### src/rtl/mips_prog_loader.sv
// rtl/mips_prog_loader.sv - MIPS instruction encoder and sequential program loader
// Define ENC_OPCHECK_EN to drop (and flag) bundles whose opcode is not in the ISA table.
module mips_prog_loader #(
  parameter int ADDR_W    = 10,
  parameter int MEM_DEPTH = 1024,
  parameter int BASE_ADDR = 0
) (
  input  logic              clk1,
  input  logic              rst,
  input  logic              start,
  input  logic              in_valid,
  output logic              in_ready,
  input  logic [5:0]        in_op,
  input  logic [4:0]        in_rs,
  input  logic [4:0]        in_rt,
  input  logic [4:0]        in_rd,
  input  logic [15:0]       in_imm,
  output logic              mem_we,
  output logic [ADDR_W-1:0] mem_addr,
  output logic [31:0]       mem_wdata,
  output logic              busy,
  output logic              done,
  output logic [ADDR_W:0]   count,
  output logic              err
);

  typedef enum logic [1:0] {IDLE, LOAD, DONE} state_t;

  localparam logic [ADDR_W-1:0] LAST_ADDR  = ADDR_W'(MEM_DEPTH - 1);
  localparam logic [ADDR_W-1:0] START_ADDR = ADDR_W'(BASE_ADDR);

  state_t            state, state_nx;
  logic              accept, wr_en, is_hlt, is_rtype, full;
  logic [ADDR_W-1:0] tgt_addr;
  logic [31:0]       enc_word;

  assign in_ready = (state == LOAD);
  assign busy     = (state == LOAD);
  assign done     = (state == DONE);
  assign accept   = in_valid & in_ready;

  always_comb begin
    is_hlt   = (in_op == 6'h3F);
    is_rtype = (in_op <= 6'h05);
    if (is_hlt)
      enc_word = {6'h3F, 26'b0};
    else if (is_rtype)
      enc_word = {in_op, in_rs, in_rt, in_rd, 11'b0};
    else
      enc_word = {in_op, in_rs, in_rt, in_imm};
  end

`ifdef ENC_OPCHECK_EN
  logic op_ok;
  assign op_ok = is_hlt | is_rtype | ((in_op >= 6'h08) && (in_op <= 6'h0E));
  assign wr_en = accept & op_ok;
`else
  assign wr_en = accept;
`endif

  // A write still on the port bumps mem_addr at this edge, so the new word lands one further on.
  assign tgt_addr = (mem_we && (mem_addr != LAST_ADDR)) ? mem_addr + 1'b1 : mem_addr;
  assign full     = (tgt_addr == LAST_ADDR);

  always_comb begin
    state_nx = state;
    case (state)
      IDLE:    if (start) state_nx = LOAD;
      LOAD:    if (wr_en && (is_hlt || full)) state_nx = DONE;
      DONE:    if (start) state_nx = LOAD;
      default: state_nx = IDLE;
    endcase
  end

  always_ff @(posedge clk1 or posedge rst) begin
    if (rst) begin
      state     <= IDLE;
      mem_we    <= 1'b0;
      mem_addr  <= START_ADDR;
      mem_wdata <= 32'b0;
      count     <= '0;
      err       <= 1'b0;
    end else begin
      state  <= state_nx;
      mem_we <= wr_en;
      err    <= 1'b0;
      if (wr_en) begin
        mem_wdata <= enc_word;
        err       <= full & ~is_hlt;
      end
`ifdef ENC_OPCHECK_EN
      if (accept && !op_ok) err <= 1'b1;
`endif
      if (start && (state != LOAD)) begin
        mem_addr <= START_ADDR;
        count    <= '0;
      end else if (mem_we) begin
        count <= count + 1'b1;
        if (mem_addr != LAST_ADDR) mem_addr <= mem_addr + 1'b1;
      end
    end
  end

endmodule

### config.mk
export PLATFORM = sky130hd
export DESIGN_NAME = mips_prog_loader
export DESIGN_NICKNAME = d
export VERILOG_FILES = /design/src/rtl/mips_prog_loader.sv
export SDC_FILE = /design/constraint.sdc
export NUM_CORES = 1
export LEC_CHECK = 0
export BUFFER_PORTS_ARGS = -buffer_cell sky130_fd_sc_hd__buf_2
export CAP_MARGIN = 40
export CORE_UTILIZATION = 49
export CTS_CLUSTER_DIAMETER = 120
export DETAILED_ROUTE_END_ITERATION = 6
export PLACE_DENSITY = 0.79
export SLEW_MARGIN = 30
export SYNTH_ARGS = -nofsm -noshare
export SYNTH_HDL_FRONTEND = slang
export SYNTH_SLANG_ARGS = --single-unit
### constraint.sdc
create_clock -name clk1 -period 2.2 [get_ports clk1]
set_input_delay 0.22 -clock clk1 [delete_from_list [all_inputs] [get_ports clk1]]
set_output_delay 0.22 -clock clk1 [all_outputs]
set_load 0.01 [all_outputs]
; Word-level counts from Yosys, hierarchy flattened
; Index checks and enable logic that the tools add are counted.
; Widths: inputs -> output; s select.
[totals]
ram_bits = 0
elab_cells = 42
register_bits = 57
latch_bits = 0
input_bits = 41
output_inout_bits = 58
memories = 0
romBits = 0
[op_classes]
n_eq_ne = 8
n_lt_le_gt_ge = 1
muxes = 12
mul = 0
n_addsub = 2
n_shift = 0
n_reduce_logical = 10
n_div = 0
bitwise_logic = 3
[op_table]
columns = cell, count
row1 = $mux 10, 4
row2 = $mux 32, 1
row3 = $mux 11, 2
row4 = $mux 16, 1
row5 = $add 11x1->11 const B, 1
row6 = $add 10x1->10 const B, 1
row7 = $eq 10x10->1 const B, 1
row8 = $ne 10x10->1 const B, 1
row9 = $eq 6x6->1 const B, 1
row10 = $le 6x3->1 const B, 1
row11 = $ne 2x1->1 const B, 3
row12 = $mux 2, 2
row13 = $pmux 2 s2, 1
row14 = $reduce_and 2->1, 2
row15 = $reduce_bool 2->1, 2
row16 = $logic_and 1x1->1, 3
row17 = $and 1x1->1, 2
row18 = $eq 2x1->1 const B, 1
row19 = $eq 2x2->1 const B, 1
row20 = $logic_not 2->1, 1
row21 = $reduce_or 2->1, 1
row22 = $logic_or 1x1->1, 1
row23 = $mux 1, 1
row24 = $not 1->1, 1

; Logic depth before layout (Yosys ltp)
[depth]
word_depth = 8
ltp_mapped = 8
depth_no_buf = 6

; Worst setup path after synthesis
; No wires, ideal clock.
[synth_timing]
path_type = register to register
from = register mem_addr[1]
to = register err
setup_ns = 0.080
slack_ns = 0.492
path_buffers = 0
stages_incl_launch_ff = 7
required_time_ns = 2.120
synth_period_minus_slack_ns = 1.708
t_arrival_ns = 1.627
cell_sequence = dfrtp_1 ha_1 nand4_2 o311ai_2 nand3_2 or3_1 nor3_2
[synth_between]
elab_chain_cells = 6
word_cells_on_any_way = 7
cone_classes = 1 x add/sub / 2 x eq/ne / 2 x mux / 1 x bitwise / 1 x reduce/logical
[synth_lines]
columns = element, line
row1 = start: declaration, 19  ; output logic [ADDR_W-1:0] mem_addr,
row2 = start signal: assignment, 99  ; if (mem_addr != LAST_ADDR) mem_addr <= mem_addr + 1'b1;
row3 = "parallel branches: the longest is 2 deep, another holds $add 10x1->10", -
row4 = $mux 10 (*), 62  ; assign tgt_addr = (mem_we && (mem_addr != LAST_ADDR)) ? mem_addr + 1'b1 : mem_addr;
row5 = $eq 10x10->1 (*), 63  ; assign full = (tgt_addr == LAST_ADDR);
row6 = $and 1x1->1 (*), 89  ; err <= full & ~is_hlt;
row7 = $mux 1 (*), 87  ; if (wr_en) begin
row8 = end signal: assignment, 89
row9 = end: declaration, 24  ; output logic err
; Mark *: on every way between the ends.
; A chain may end at the register's enable or synchronous reset.

; Final worst setup path
[layout_timing]
from = register mem_addr[1]
to = register state[0]
[layout_between]
elab_chain_cells = 8
word_cells_on_any_way = 9
cone_classes = 1 x add/sub / 3 x eq/ne / 1 x mux / 4 x reduce/logical
[layout_lines]
columns = element, line
row1 = "parallel branches: the longest is 2 deep, another holds $add 10x1->10", -
row2 = $mux 10 (*), 62
row3 = $eq 10x10->1 (*), 63
row4 = $logic_or 1x1->1 (*), 69  ; LOAD: if (wr_en && (is_hlt || full)) state_nx = DONE;
row5 = $logic_and 1x1->1 (*), 69
row6 = $ne 2x1->1 (no source line) (*), -
row7 = $reduce_and 2->1 (no source line) (*), -
row8 = end signal: assignment, 84  ; state <= state_nx;
row9 = end: declaration, 32  ; state_t state, state_nx;
; Marked as above.

==> flow_summary_export.csv <==
group,metric,value,unit
status,outcome,"finished, final reports clean",
power_and_ir_drop,pwr-share-clk,29.7,%
logic_synthesis,synth.ff_latch_count,57,
clocking,tritoncts,"done",
setup_path,crit_chain,"ha_2 -> and3_2 -> nand2_1 -> o31ai_1 -> o2111a_1 -> a211oi_1",
sta,max_slew_margin,51.1,%
power_and_ir_drop,power.switching,0.00133,W
routing,drcViolationCount,0,
power_and_ir_drop,irDropWorstVdd,0.563,mV
floorplanning,fp.dieH,76.8,um
setup_path,slowest_stage,"dfrtp_1",
placed_design,gp_congestion,0.987,
finish,area_delta_synth_final,29.5,%
routing,dr.first_iter.drc_count,138,
setup_path,cp.required,2410,ps
finish,final_common_cell,"buf_2",
global_routing,grt_pass1_wl,11300,um
routing,via_per_inst,5.42,
floorplanning,die_area,5890,um2
global_routing,grt_overflow,0,
sta,max_freq,0.501,GHz
clocking,htree_levels,3,
logic_synthesis,synth_nets,325,
logic_synthesis,ys_warn_count,0,
sta,final.setup.tns,0,ps
finish,final_nets,427,
routing,postRouteAntennaNets,0,
sta,slew_violations,0,
routing,wl,6570,um
clocking,clock_sinks,57,
sta,worst_pin_slew,731,ps
floorplanning,fp-row-count,26,
setup_path,crit_buf_inv,0,
sta,hold_violations,0,
finish,final_cell_mix,"buf_2, nand2_1, dfrtp_1",
sta,rsz0062_at_grt,"no",
logic_synthesis,syn-mean-instance-area,9.71,um2
setup_path,path_delay_family,"compound AO/OA/AOI/OAI gates",
setup_path,worstSetupPathType,"flip-flop to flip-flop",
routing,avgRoutedWirePerCell,14.3,um
clocking,clk_pin_slew_worst_paths,60,ps
power_and_ir_drop,power_density,1110,nW/um2
clocking,clk_latency,330,ps
setup_path,worstPathArrival,2200,ps
setup_path,start_kind,"flip-flop",
global_routing,antenna_found_initial,0,
sta,fin_crit_sh,90.7,%
clocking,clock_path_buffers,2,
logic_synthesis,ys_types,47,
global_routing,track_usage,24.6,%
logic_synthesis,netlist_instances,282,
floorplanning,coreArea,5240,um2
power_and_ir_drop,comb_power_share,29.7,%
floorplanning,chipWidth,76.8,um
job,max_cap_viol_count,0,
placed_design,port_buffers,98,
setup_path,endpoint_kind,"flip-flop",
clocking,post_cts_buffers,0,
finish,nFillCells,418,
routing,vias,2488,
sta,fin_crit,1990,ps
global_routing,grt_pass1_vias,2422,
setup_path,critPathMaxFanout,10,
power_and_ir_drop,power.static_leakage,1.78,nW
finish,antenna_cells,0,
power_and_ir_drop,seq_power_share,40.6,%
clocking,clockRootBuffer,"clkbuf_8",
logic_synthesis,synth_area,2740,um2
sta,setup_viol,0,
power_and_ir_drop,internal-power,0.00262,W
hold_path,hp-class,"input port to flip-flop",
power_and_ir_drop,sw_frac_of_total,33.7,%
sta,fin_hold_ws,106,ps
floorplanning,io_pins,99,
logic_synthesis,ys_seq_area_share,52.1,%
sta,fin_worst_skew,6.61,ps
placed_design,dp.final_hpwl,4780,um
finish,drive_gt1_share,35.2,%
floorplanning,initial_core_util,52.3,%
routing,first_pass_iters,4,
clocking,cts-buffers-inserted,9,
global_routing,grt_max_degree,34,
setup_path,cpPeakStageDelay,500,ps
power groups by stage:
stage          Combinational (W)  Clock [W]  Sequential [W]
5_1_grt                  0.00131    0.00125         0.00166
3_5_place_dp             0.00118          0         0.00161
4_1_cts                  0.00118    0.00120         0.00160
3_3_place_gp             0.00114          0         0.00160
2_1_floorplan           0.000644          0         0.00166
6_report                 0.00117    0.00117         0.00160
final cells by class:
class,instances,area (um2),area share (%)
flip-flops and latches,57,1430,40.2
multi-input cells,205,1210,34.2
repair buffers,107,561,15.8
clock buffers,10,138,3.88
clock inverters,6,105,2.96
well taps,70,87.6,2.47
inverters,4,15.0,0.423
registers in the layout, summed over array words and instances, names as in the netlist:
| signal | cells |
|---|---|
| mem_wdata | 32 |
| mem_we | 1 |
| count | 11 |
| err | 1 |
| mem_addr | 10 |
| state | 2 |
final timing paths:
check | startpoint | endpoint | slack [ps] | cells past startpoint
worst max register to register | mem_addr[1] | state[0] | 210 | 6
max in group asynchronous | rst | mem_wdata[30] | 1220 | 4
worst max-delay path | mem_addr[1] | state[0] | 210 | 6
worst min register to register | mem_wdata[28] | mem_wdata[28] | 480 | 2
worst min-delay path | in_op[0] | mem_wdata[26] | 110 | 3
min in group asynchronous | rst | count[5] | 390 | 3
routing by layer:
metal  vias up  global-route usage (%)  routed length [um]
met5         -                       0                   0
met2       115                    39.5                3180
met4         0                    12.7                  95
met1      1178                    30.7                2800
met3         9                    6.07                 492
li1       1186                       -                   -
tightest hold or removal path, stage by stage:
cell	delay, ps
buf_2	90
nand2_1	40
nand2_1	50
stage by stage:
stage	setup WS (ps)	total power, W	instances	utilization [%]	cell area (um2)
after floorplan	492	0.00231	282	-	2740
final	206	0.00395	459	67.7	3550
after CTS	141	0.00398	459	67.7	3540
after global routing	44.5	0.00422	459	67.7	3550
after detailed placement	192	0.00279	442	62.8	3290
after global placement	303	0.00274	442	62.8	3290
cells by family (layout without fill, tap and decap cells):
logic type	Yosys count	after routing	share of synthesized area, %
flip-flops	57	57	52.1
AND/OR/NAND/NOR	126	126	21.4
adder cells (fa/ha/maj)	2	2	0.914
AO/OA/AOI/OAI	57	57	15.1
XOR/XNOR	12	12	3.84
buffers and inverters	20	127	3.70
multiplexers	8	8	2.97
timing repair:
item	in CTS	in global routing
hold buffers	1	0
endpoints found under the hold margin	13	0
gates resized for setup	0	1
endpoints found under the setup margin	0	3
synth_stat cells (all sizes together):
cell / instances / area, um2
a2111oi: 1 / 27.5
a211oi: 3 / 22.5
a21boi: 1 / 7.51
a21o: 1 / 7.51
a21oi: 5 / 25.0
a22o: 12 / 105
a31o: 1 / 8.76
a31oi: 3 / 18.8
and2: 1 / 6.26
and3: 5 / 37.5
buf: 11 / 66.3
clkbuf: 5 / 20.0
dfrtp: 57 / 1430
ha: 2 / 25.0
inv: 4 / 15.0
mux2: 1 / 11.3
mux2i: 7 / 70.1
nand2: 60 / 228
nand2b: 1 / 6.26
nand3: 8 / 50.1
nand4: 8 / 56.3
nor2: 25 / 93.8
nor2b: 3 / 18.8
nor3: 9 / 50.1
nor4: 1 / 6.26
o2111a: 1 / 11.3
o211ai: 2 / 15.0
o21a: 2 / 15.0
o21ai: 22 / 114
o221a: 1 / 11.3
o311ai: 1 / 16.3
o31ai: 1 / 7.51
or3: 4 / 25.0
or3b: 1 / 8.76
xnor2: 3 / 26.3
xor2: 9 / 78.8
Note: power is estimated with default switching activity, not from simulation.
